<file path="src/rtl/bias_buf_ctrl.sv">
// bias_buf_ctrl: initiator-side controller for the single-port bias SRAM.
// Loads a bias stream into the SRAM starting at address 0. Then replays a
// contiguous, wrapping window of it over a valid/ready stream. A small skid
// FIFO absorbs the fixed SRAM read latency.
//
// state | meaning
// ------+----------------------------------------------------------
// IDLE  | waiting for ld_start / rd_start (load wins if both)
// LOAD  | accepting ld_len words, one SRAM write per handshake
// READ  | issuing reads under FIFO credit, draining FIFO to output
//
// The first read is issued in the same cycle rd_start is seen. This makes
// out_valid appear RD_LAT+1 cycles after the start pulse. The read credit
// counts the FIFO pop of the current cycle. Without that, the controller
// could not issue one word per cycle while the consumer is always ready.
module bias_buf_ctrl #(
    parameter int DW     = 16,
    parameter int AW     = 4,
    parameter int DEPTH  = 16,
    parameter int RD_LAT = 1
) (
    input  logic          clk,
    input  logic          rst,
    input  logic          ld_start,
    input  logic [AW:0]   ld_len,
    input  logic          ld_valid,
    input  logic [DW-1:0] ld_data,
    output logic          ld_ready,
    input  logic          rd_start,
    input  logic [AW-1:0] rd_base,
    input  logic [AW:0]   rd_len,
    output logic          out_valid,
    output logic [DW-1:0] out_data,
    input  logic          out_ready,
    output logic          busy,
    output logic          ld_done,
    output logic          rd_done,
    output logic          ram_cs,
    output logic          ram_we,
    output logic [AW-1:0] ram_addr,
    output logic [DW-1:0] ram_wdata,
    input  logic [DW-1:0] ram_rdata
);

    localparam int FD  = RD_LAT + 1;
    localparam int FPW = $clog2(FD);
    localparam int FCW = $clog2(FD + 1);
    localparam logic [AW:0]    DEPTH_L   = (AW+1)'(DEPTH);
    localparam logic [AW:0]    ONE_L     = (AW+1)'(1);
    localparam logic [AW-1:0]  LAST_ADDR = AW'(DEPTH - 1);
    localparam logic [FCW:0]   FD_L      = (FCW+1)'(FD);
    localparam logic [FPW-1:0] LAST_SLOT = FPW'(FD - 1);

    typedef enum logic [1:0] {
        ST_IDLE = 2'd0,
        ST_LOAD = 2'd1,
        ST_READ = 2'd2
    } state_t;

    state_t          state, state_n;
    logic [AW:0]     len_q, written, issued, popped;
    logic [AW:0]     ld_len_c, rd_len_c;
    logic [AW-1:0]   ptr, issue_addr, next_addr;
    logic [RD_LAT-1:0] tag;
    logic [FCW-1:0]  inflight, fifo_cnt;
    logic [FCW:0]    occ;
    logic [DW-1:0]   fifo_mem [FD];
    logic [FPW-1:0]  wr_ptr, rd_ptr;
    logic            wr_fire, rd_issue, push, pop, ld_fin, rd_fin;

    // Lengths above the SRAM depth are clamped to the depth.
    assign ld_len_c  = (ld_len > DEPTH_L) ? DEPTH_L : ld_len;
    assign rd_len_c  = (rd_len > DEPTH_L) ? DEPTH_L : rd_len;

    assign push      = tag[RD_LAT-1];
    assign out_valid = (fifo_cnt != '0);
    assign out_data  = out_valid ? fifo_mem[rd_ptr] : '0;
    assign pop       = out_valid & out_ready;
    assign busy      = (state != ST_IDLE);
    assign occ       = {1'b0, inflight} + {1'b0, fifo_cnt} - (FCW+1)'(pop);
    assign next_addr = (issue_addr == LAST_ADDR) ? '0 : issue_addr + 1'b1;

    // Next-state logic and combinational SRAM/stream strobes.
    always_comb begin
        state_n    = state;
        ld_ready   = 1'b0;
        wr_fire    = 1'b0;
        rd_issue   = 1'b0;
        issue_addr = ptr;
        ram_cs     = 1'b0;
        ram_we     = 1'b0;
        ram_addr   = '0;
        ram_wdata  = '0;
        ld_fin     = 1'b0;
        rd_fin     = 1'b0;
        case (state)
            ST_IDLE: begin
                if (ld_start) begin
                    state_n = ST_LOAD;
                end else if (rd_start) begin
                    if (rd_len_c == '0) begin
                        rd_fin = 1'b1;
                    end else begin
                        state_n    = ST_READ;
                        rd_issue   = 1'b1;
                        issue_addr = rd_base;
                    end
                end
            end
            ST_LOAD: begin
                ld_ready = (written < len_q);
                wr_fire  = ld_valid & ld_ready;
                if (wr_fire) begin
                    ram_cs    = 1'b1;
                    ram_we    = 1'b1;
                    ram_addr  = written[AW-1:0];
                    ram_wdata = ld_data;
                end
                if ((len_q == '0) || (wr_fire && (written + ONE_L == len_q))) begin
                    state_n = ST_IDLE;
                    ld_fin  = 1'b1;
                end
            end
            ST_READ: begin
                if ((issued < len_q) && (occ < FD_L)) begin
                    rd_issue = 1'b1;
                end
                if (pop && (popped + ONE_L == len_q)) begin
                    state_n = ST_IDLE;
                    rd_fin  = 1'b1;
                end
            end
            default: state_n = ST_IDLE;
        endcase
        if (rd_issue) begin
            ram_cs   = 1'b1;
            ram_addr = issue_addr;
        end
    end

    // State register, counters, done pulses and read-return tracking.
    always_ff @(posedge clk) begin
        if (rst) begin
            state    <= ST_IDLE;
            len_q    <= '0;
            written  <= '0;
            issued   <= '0;
            popped   <= '0;
            ptr      <= '0;
            tag      <= '0;
            inflight <= '0;
            ld_done  <= 1'b0;
            rd_done  <= 1'b0;
        end else begin
            state   <= state_n;
            ld_done <= ld_fin;
            rd_done <= rd_fin;
            if (state == ST_IDLE) begin
                written <= '0;
                popped  <= '0;
                issued  <= (AW+1)'(rd_issue);
                if (ld_start) begin
                    len_q <= ld_len_c;
                end else if (rd_start) begin
                    len_q <= rd_len_c;
                end
            end else begin
                if (wr_fire)  written <= written + ONE_L;
                if (rd_issue) issued  <= issued + ONE_L;
                if (pop)      popped  <= popped + ONE_L;
            end
            if (rd_issue) ptr <= next_addr;
            tag[0] <= rd_issue;
            for (int i = 1; i < RD_LAT; i++) begin
                tag[i] <= tag[i-1];
            end
            inflight <= inflight + FCW'(rd_issue) - FCW'(push);
        end
    end

    // Skid FIFO pointers and occupancy.
    always_ff @(posedge clk) begin
        if (rst) begin
            wr_ptr   <= '0;
            rd_ptr   <= '0;
            fifo_cnt <= '0;
        end else begin
            if (push) wr_ptr <= (wr_ptr == LAST_SLOT) ? '0 : wr_ptr + 1'b1;
            if (pop)  rd_ptr <= (rd_ptr == LAST_SLOT) ? '0 : rd_ptr + 1'b1;
            fifo_cnt <= fifo_cnt + FCW'(push) - FCW'(pop);
        end
    end

    // Skid FIFO storage, written when a read return lands.
    always_ff @(posedge clk) begin
        if (push) fifo_mem[wr_ptr] <= ram_rdata;
    end

endmodule

</file>
<file path="config.mk">
export PLATFORM = sky130hd
export DESIGN_NAME = bias_buf_ctrl
export DESIGN_NICKNAME = d
export VERILOG_FILES = /design/src/rtl/bias_buf_ctrl.sv
export SDC_FILE = /design/constraint.sdc
export NUM_CORES = 1
export LEC_CHECK = 0
export ABC_AREA = 1
export ABC_CLOCK_PERIOD_IN_PS = 5600
export BUFFER_PORTS_ARGS = -buffer_cell sky130_fd_sc_hd__buf_2
export CAP_MARGIN = 20
export CORE_UTILIZATION = 57
export CTS_CLUSTER_DIAMETER = 80
export DETAILED_ROUTE_END_ITERATION = 8
export PLACE_DENSITY = 0.87
export SLEW_MARGIN = 15
export SYNTH_ARGS = -nofsm -noshare
export SYNTH_HDL_FRONTEND = slang
export SYNTH_SLANG_ARGS = --single-unit
</file>
<file path="constraint.sdc">
create_clock -name clk -period 5.6 [get_ports clk]
set_clock_uncertainty 0.2 [all_clocks]
set_input_delay 0.56 -clock clk [delete_from_list [all_inputs] [get_ports clk]]
set_output_delay 0.56 -clock clk [all_outputs]
set_load 0.03 [all_outputs]
</file>
-- Word level (Yosys, flattened, before mapping)
Memories as Yosys holds them, arrays and structs flattened. A register that Yosys moved wholly into a read port is not among the register bits.
Cells that the tools add are included.
- memories: 1
- output and inout port bits: 43
- bits in registers: 35
- logic and storage cells: 104
- bits in writable memories: 32
- input bits: 52
- memories (name ; words ; bits a word ; rd ports ; clocked after Yosys merged registers in ; write ports ; line ; source):
    fifo_mem ; 2 ; 16 ; 1 ; 1 ; 1 ; 67 ; logic [DW-1:0] fifo_mem [FD];
- equal/unequal tests: 9
- $lt $le $gt $ge: 5
- bitwise logic cells: 3
- muxes and demuxes: 45
- add/subtract/negate cells: 12
- reductions and logical operators: 15
- operators with widths (cell ; number):
    16-bit 2-to-1 mux ; 3
    4-bit 2-to-1 mux ; 8
    1-bit 2-to-1 mux ; 22
    5-bit 2-to-1 mux ; 4
    5-bit by 1-bit adder with 5-bit output, second input constant ; 3
    5-bit == test ; 2
    5-bit greater-than comparator, second input constant ; 2
    5-bit zero test ; 2
    5-bit less-than comparator ; 2
    2-bit 2-to-1 mux ; 5
    2-bit nonzero test ; 4
    3-bit inequality test, second input constant ; 2
    2-bit one-hot mux with 3 select lines ; 1
    2-bit by 1-bit adder with 2-bit output ; 2
    4-bit by 1-bit adder with 4-bit output, second input constant ; 1
    4-bit == test, second input constant ; 1
    2-bit inequality test, second input constant ; 2
    1-bit one-hot mux with 2 select lines ; 2
    4-bit AND reduction ; 1
    2-bit OR reduction ; 2
    2-bit by 1-bit subtractor with 2-bit output ; 2
    2-bit by 2-bit adder with 3-bit output ; 1
    1-bit logical AND ; 3
    3-bit by 2-bit less-than comparator with 1-bit output, second input constant ; 1
    9 further kinds ; 11

-- Depth between registers and ports, before layout
Gate-level depths: netlist of the first run.
- depth in word-level cells: 9
- depth in mapped cells: 19

-- Worst setup path after synthesis of the first run
No wires, ideal clock.
- path kind: input-to-output
- start: in out_ready
- end: out ram_addr[1]
- stages: 14
- arrival: 2.683 ns
- path slack: 2.157 ns
- cell sequence: inv_1 > nor2_1 > buf_2 > nand2_1 > o21ai_0 > nand2_1 > fa_1 > inv_1 > nor2_1 > nand4_1 > nand2_4 > inv_2 > buf_4 > o21ai_1
- longest elaborated chain between the ends: 7
- ends and longest elaborated chain (element ; line ; source):
    from (decl) ; 34 ; input logic out_ready,
    1-bit AND ; 78 ; assign pop = out_valid & out_ready;
    3-bit by 1-bit subtractor with 3-bit output ; 80 ; assign occ = {1'b0, inflight} + {1'b0, fifo_cnt} - (FCW+1)'(pop);
    3-bit by 2-bit less-than comparator with 1-bit output ; 125 ; if ((issued < len_q) && (occ < FD_L)) begin
    1-bit logical AND ; 125 ;
    1-bit 2-to-1 mux ; 125 ;
    1-bit one-hot mux with 2 select lines ; 96 ; case (state)
    4-bit 2-to-1 mux ; 135 ; if (rd_issue) begin
    to (decl) ; 40 ; output logic [AW-1:0] ram_addr,
No other way between the ends.

-- Worst setup path after layout of the first run
- start: reg fifo_cnt[1]
- end: out ram_addr[1]
- longest elaborated chain between the ends: 8
- ends and longest elaborated chain (element ; line ; source):
    from (decl) ; 65 ; logic [FCW-1:0] inflight, fifo_cnt;
    from (signal assigned) ; 190 ; fifo_cnt <= fifo_cnt + FCW'(push) - FCW'(pop);
    branches (longest 2 deep; another with 2-bit by 2-bit adder with 3-bit output) ; - ;
    3-bit by 1-bit subtractor with 3-bit output (*) ; 80 ;
    3-bit by 2-bit less-than comparator with 1-bit output (*) ; 125 ;
    1-bit logical AND (*) ; 125 ;
    1-bit 2-to-1 mux (*) ; 125 ;
    1-bit one-hot mux with 2 select lines (*) ; 96 ;
    4-bit 2-to-1 mux (*) ; 135 ;
Mark *: on every way between the ends.

==> flow_metrics.py, run 1 <==
metrics = {
    "run_status": {
        "outcome": "complete, no violations",
    },
    "timing": {
        "finalHoldViolCount": 0,
        "relSlewSlack_pct": 45.8,
        "finalWorstSetupSlack_ps": 1450,
        "post-route-min-period_ps": 4150,
        "report.final.setup_viol": 0,
        "fmax_ghz": 0.241,
        "final-max-slew-violation-count": 0,
        "fin_crit_sh_pct": 74.1,
        "setup_tns_ps": 0,
        "rsz0062_at_grt": "false",
        "worst_pin_slew_ps": 810,
    },
    "logic_synthesis": {
        "synth_area_per_cell_um2": 8.13,
        "synth_top_family_by_area": "simple AND/OR/NAND/NOR gates",
        "syn_area_mm2": 0.00363,
        "syn-num-nets": 516,
        "seq_area_frac_synth_pct": 46.4,
        "synth.distinct_cells": 33,
        "synth_xor_area_share_pct": 3.62,
        "syn_inst": 446,
        "synthMuxAreaShare_pct": 0,
        "synth_compound_area_share_pct": 11.3,
        "synth-simple-area-share_pct": 24.0,
        "yosysWarnings": 0,
        "synth_fa_ha_area_share_pct": 6.42,
        "synth_seq_cells": 68,
    },
    "clock_tree": {
        "cts_hold_buffers": 0,
        "clk_path_buf_depth": 2,
        "cts_root_buffer": "clkbuf_8",
        "cts_htree_levels": 3,
        "cts.sinks": 68,
        "cts_tree": "yes",
        "cts_setup_buffers": 0,
        "ctsResizeCount": 0,
        "clkLatencyLatePin_ps": 340,
        "numCtsBuffers": 9,
        "path_clk_slew_ps": 70,
    },
    "finish": {
        "fin_util_pct": 72.9,
        "final_cell_mix": "94 x buf_2, 84 x nand2_1, 61 x inv_1",
        "drive_above_1_share_pct": 23.9,
        "nNetsFinal": 609,
        "final_common_cell": "buf_2",
        "num_antenna_cells": 0,
        "syn2layout_area_growth_pct": 21.0,
    },
    "global_route": {
        "track_usage_pct": 27.5,
        "grt_pass1_vias": 3147,
        "overflow": 0,
        "grt_first_pass_wirelength_mm": 13.7,
        "grt_antenna_before_repair": 0,
        "grt_max_degree": 29,
    },
    "critical_path": {
        "worstPathArrival_ps": 3390,
        "path_max_fanout": 18,
        "worst_setup_path_end_kind": "primary output",
        "critPathSlowestCell": "nor2_2",
        "crit_family": "simple AND/OR/NAND/NOR gates",
        "crit_chain": "nor2_2 > nor2_1 > nand2_1 > inv_1 > fa_1 > inv_1 > nor2_1 > nand4_1 > nand2_4 > inv_2 > o21ai_1 > buf_2",
        "critPathLaunchType": "register",
        "required_ps": 4840,
        "critical_path_class": "reg2out",
        "critPathMaxStageDelay_ps": 580,
        "worst-path-buf-inv": 4,
    },
    "detailed_routing": {
        "vias": 3365,
        "routed_wl_mm": 8.74,
        "first_pass_iters": 5,
        "ant_nets": 0,
        "drc_errors": 0,
        "wl_per_cell_um": 14.1,
        "drtIter0Drc": 252,
        "routed_via_density": 5.44,
    },
    "place": {
        "port_buffers": 94,
        "post-place-ws_ps": 1640,
        "hpwlAfterDp_mm": 6.18,
        "routabilityCongestion": 0.902,
    },
    "pwr": {
        "comb_power_share_pct": 34.7,
        "pwr-share-seq_pct": 35.2,
        "p_clk_share_pct": 30.1,
        "swShare_pct": 37.4,
        "power_density_mw_per_mm2": 396,
        "net-switching-power_mw": 0.651,
        "p_leak_nw": 2.14,
        "p_int_mw": 1.09,
        "peakVddDrop_uv": 323,
    },
    "min_path": {
        "hold_class": "in2reg",
    },
    "floorplan": {
        "coreArea_mm2": 0.00603,
        "start_util_pct": 60.2,
        "top_level_ports": 95,
        "dieHeight_um": 81.8,
        "dieWidth_um": 81.8,
        "rows": 28,
        "dieArea_mm2": 0.00669,
    },
    "job": {
        "cap_violations": 0,
    },
}
## power groups by stage
stage,sequential [mW],combinational [mW],clock (mW)
final,0.612,0.604,0.523
after global routing,0.618,0.670,0.545
after CTS,0.611,0.602,0.524
after detailed placement,0.622,0.594,0
after global placement,0.619,0.575,0
after floorplan,0.602,0.458,0
## metal layers
metal,up-vias,routed length [um],track usage [%],part of all wire (%)
li1,1648,-,-,-
met2,151,4410,47.6,50
met1,1544,3590,32.3,41
met3,22,532,4.44,6.1
met5,-,0,0,0
met4,0,213,14.9,2.4
## flip-flops by register name (all words and copies together), names as in the netlist, 2 cells and up, named ones only
| name | count |
|---|---|
| fifo_cnt | 2 |
| fifo_mem | 32 |
| inflight | 2 |
| issued | 5 |
| len_q | 5 |
| popped | 5 |
| ptr | 4 |
| state | 2 |
| written | 5 |
## cell usage after synthesis, drive strengths merged
cell | number | area [um2]
edfxtp | 32 | 961
a211oi | 5 | 37.5
dfxtp | 36 | 721
a21oi | 43 | 219
xor2 | 10 | 87.6
fa | 1 | 20.0
inv | 62 | 233
nand2 | 92 | 380
o21a | 1 | 7.51
nor2 | 61 | 263
ha | 17 | 213
clkinv | 1 | 3.75
nand4 | 4 | 25.0
nand3 | 27 | 140
buf | 6 | 38.8
a221oi | 4 | 35.0
or2 | 4 | 25.0
clkbuf | 7 | 26.3
xnor2 | 5 | 43.8
nor3 | 3 | 15.0
nand3b | 3 | 22.5
o21ai | 22 | 110
## area by class of cell
| cell class | instances | area (um2) |
|---|---|---|
| Inverter | 63 | 236 |
| Clock buffer | 11 | 131 |
| Tap cell | 75 | 93.8 |
| Sequential cell | 68 | 1680 |
| Fill cell | 434 | 1640 |
| Timing Repair Buffer | 95 | 478 |
| Clock inverter | 5 | 125 |
| Multi-Input combinational cell | 302 | 1640 |
## through the flow
stage | instance area [um2] | hold WS (ps) | std cells | power (mW)
2_1_floorplan | 3630 | 222 | 446 | 1.06
3_3_place_gp | 4130 | 238 | 603 | 1.19
3_5_place_dp | 4130 | 252 | 603 | 1.22
4_1_cts | 4390 | 192 | 619 | 1.74
5_1_grt | 4390 | 191 | 619 | 1.83
6_report | 4390 | 201 | 619 | 1.74
## final timing paths
| kind | from | cells after the start | slack [ps] | to |
|---|---|---|---|---|
| setup / recovery | fifo_cnt[1] | 12 | 1450 | ram_addr[1] |
| hold / removal | ram_rdata[4] | 1 | 200 | fifo_mem[1][4] |
| setup reg to reg | fifo_cnt[1] | 16 | 1650 | inflight[1] |
| hold reg to reg | rd_ptr | 1 | 260 | rd_ptr |
## cell families (layout without fill, tap and decap cells)
logic type | count (synthesis) | count (layout)
fa+ha+maj | 18 | 18
flops | 68 | 68
simple gates | 194 | 194
compound gates | 75 | 75
xor+xnor | 15 | 15
buf+inv | 76 | 174
(Power assumes the default switching activity.)
==> inputs of run 2 (changes only) <==
Settings changed: ABC_AREA 1 to 0, ABC_CLOCK_PERIOD_IN_PS 5600 to 4000, CORE_UTILIZATION 57 to 53, PLACE_DENSITY 0.87 to 0.82.
Clock period 5.6 ns to 4 ns, I/O delays scaled along.
==> run 2 against run 1 <==
The run now ends with DRC left. Cell count decreased by 14%. Non-clock buffer count increased by 1. Clock-buffer cell count decreased by 2. Synthesized cell count decreased by 20%. Core utilization decreased by 5.8 points. Area after synthesis decreased by 1.6%. Setup slack got worse by 1000 ps. Global-route usage decreased by 4.8 points. Sequential cell count unchanged. Critical endpoint is now ram_addr[2].
==> flow_metrics.py, run 2 <==
metrics = {
    "run_status": {
        "outcome": "finished, violations left",
        "failed_checks": "DRC",
    },
    "pwr": {
        "power_density_mw_per_mm2": 532,
        "peakVddDrop_uv": 257,
        "p_leak_nw": 1.88,
        "p_total_mw": 2.29,
    },
    "detailed_routing": {
        "routed_wl_mm": 7.71,
        "vias": 3035,
        "drc_errors": 10,
        "first_pass_iters": 6,
        "routed_via_density": 5.67,
        "drtIter0Drc": 153,
        "wl_per_cell_um": 14.4,
        "ant_nets": 0,
    },
    "logic_synthesis": {
        "async_reset_ff_share_pct": 0,
        "ys.flop_type": "dfxtp_1",
        "seq_area_frac_synth_pct": 47.1,
        "syn_inst": 357,
        "synth_largest_area_cell": "edfxtp_1",
        "synth_area_per_cell_um2": 10.0,
        "syn_area_mm2": 0.00357,
        "synth.distinct_cells": 47,
        "yosysWarnings": 0,
        "syn-num-nets": 427,
        "synth_seq_cells": 68,
        "yosysMostFrequentCell": "nor2_1",
        "synth_commonest_cells": "44 x nor2_1, 36 x dfxtp_1, 32 x edfxtp_1, 22 x mux2i_1, 19 x nand2_1",
        "synthDominantCellAreaShare_pct": 26.9,
        "synth-edff-count": 32,
        "synth.area.top_cells": "edfxtp_1 27%, dfxtp_1 20%, mux2i_1 6.2%",
    },
    "finish": {
        "final_area_mm2": 0.00431,
        "drive_above_1_share_pct": 25.5,
        "multi_input_area_mm2": 0.00178,
        "num_antenna_cells": 0,
        "fill_cells": 491,
        "largest_reg_flops": 32,
        "fin_util_pct": 67.1,
        "final_common_cell": "buf_2",
        "nNetsFinal": 523,
        "syn2layout_area_growth_pct": 20.7,
        "layoutNonFillerInstCount": 535,
        "register_area_mm2": 0.00168,
        "top_register": "fifo_mem",
        "final_cell_mix": "94 x buf_2, 43 x nor2_1, 36 x dfxtp_1",
    },
    "place": {
        "port_buffers": 94,
        "dpl_cell_area_mm2": 0.00410,
        "post-place-ws_ps": 685,
        "hpwlAfterDp_mm": 5.51,
        "dp.cells": 519,
        "routabilityCongestion": 0.810,
    },
    "critical_path": {
        "cp-startpoint": "fifo_cnt[1]",
        "r2r_start": "fifo_cnt[1]",
        "required_ps": 3400,
        "worst_setup_path_end_kind": "primary output",
        "critical_path_class": "reg2out",
        "r2r_cells": 14,
        "path_max_fanout": 13,
        "critPathLaunchType": "register",
        "worstPathArrival_ps": 2950,
    },
    "global_route": {
        "overflow": 0,
        "grt_max_degree": 28,
        "grt_first_pass_wirelength_mm": 12.8,
        "grt_pass1_vias": 2894,
        "grt_antenna_before_repair": 0,
        "track_usage_pct": 22.7,
    },
    "clock_tree": {
        "cts_hold_buffers": 0,
        "cts_htree_levels": 3,
        "path_clk_slew_ps": 90,
        "cts_root_buffer": "clkbuf_8",
        "ctsResizeCount": 0,
        "cts_setup_buffers": 0,
        "clk_path_buf_depth": 2,
        "cts_tree": "yes",
        "clkLatencyLatePin_ps": 360,
        "numCtsBuffers": 9,
        "cts.sinks": 68,
    },
    "floorplan": {
        "start_util_pct": 55.6,
        "dieArea_mm2": 0.00707,
        "coreArea_mm2": 0.00642,
        "top_level_ports": 95,
        "rows": 29,
        "dieWidth_um": 84.1,
        "dieHeight_um": 84.1,
    },
    "timing": {
        "worst_pin_slew_ps": 923,
        "setup_tns_ps": 0,
        "rsz0062_at_grt": "false",
        "finalWorstSetupSlack_ps": 452,
        "post-route-min-period_ps": 3550,
        "finalHoldViolCount": 0,
        "fmax_ghz": 0.282,
        "fin_crit_sh_pct": 88.7,
        "whs_ps": 22.6,
        "report.final.setup_viol": 0,
        "relSlewSlack_pct": 38.4,
        "final-max-slew-violation-count": 0,
    },
    "job": {
        "cap_violations": 0,
    },
    "min_path": {
        "hp-start": "ram_rdata[9]",
        "hold_class": "in2reg",
        "hold_depth": 1,
    },
}
==> run 2: cell types whose count changed after synthesis, moves of 17 or more <==
cell     before  now
a21oi_1      42   16
nand3_1      26    8
nand2_1      84   19
mux2i_1       0   22
inv_1        61   14
and2_1        0   17
==> run 2: routing by layer <==
layer | global-route usage [%] | vias to the layer above | part of all wire, %
met4 | 10.8 | 0 | 2.4
met5 | 0 | - | 0
met3 | 4.25 | 19 | 5.3
met2 | 38.9 | 117 | 49
met1 | 27.5 | 1422 | 43
li1 | - | 1477 | -
==> run 2: cells by family after synthesis <==
kind of cell	after synthesis	synth area share, %
simple gates	133	19.4
fa+ha+maj	18	6.52
buf+inv	28	3.26
flops	68	47.1
xor+xnor	23	5.64
compound gates	63	11.3
mux	24	6.80
==> run 2: critical path, cell delays in order (launching register included) <==
cell	delay (ps)
dfxtp_1	400
inv_1	80
nor3b_1	320
o21ai_0	180
fa_1	520
and4b_1	260
o211a_1	430
a22oi_1	110
o21ai_1	90
buf_2	200
==> run 2: path summary, 6_finish.rpt <==
path              slack [ps]        endpoint
hold reg to reg          290       issued[4]
setup reg to reg         680     inflight[1]
setup / recovery         450     ram_addr[2]
hold / removal            20  fifo_mem[1][9]
==> run 2: report_power, final <==
group          internal [mW]  leakage (nW)  switching (mW)
Clock                  0.299        0.0988           0.298
Sequential             0.793         0.583          0.0841
Combinational          0.289          1.20           0.530
Total                   1.38          1.88           0.912
==> run 2: cell type report <==
| class | count | share of cell area, % |
|---|---|---|
| Tap cell | 77 | 2.24 |
| Inverter | 17 | 1.48 |
| Timing Repair Buffer | 96 | 11.3 |
| Clock inverter | 7 | 1.92 |
| Clock buffer | 9 | 2.87 |
| Multi-Input combinational cell | 261 | 41.2 |
| Sequential cell | 68 | 39.0 |
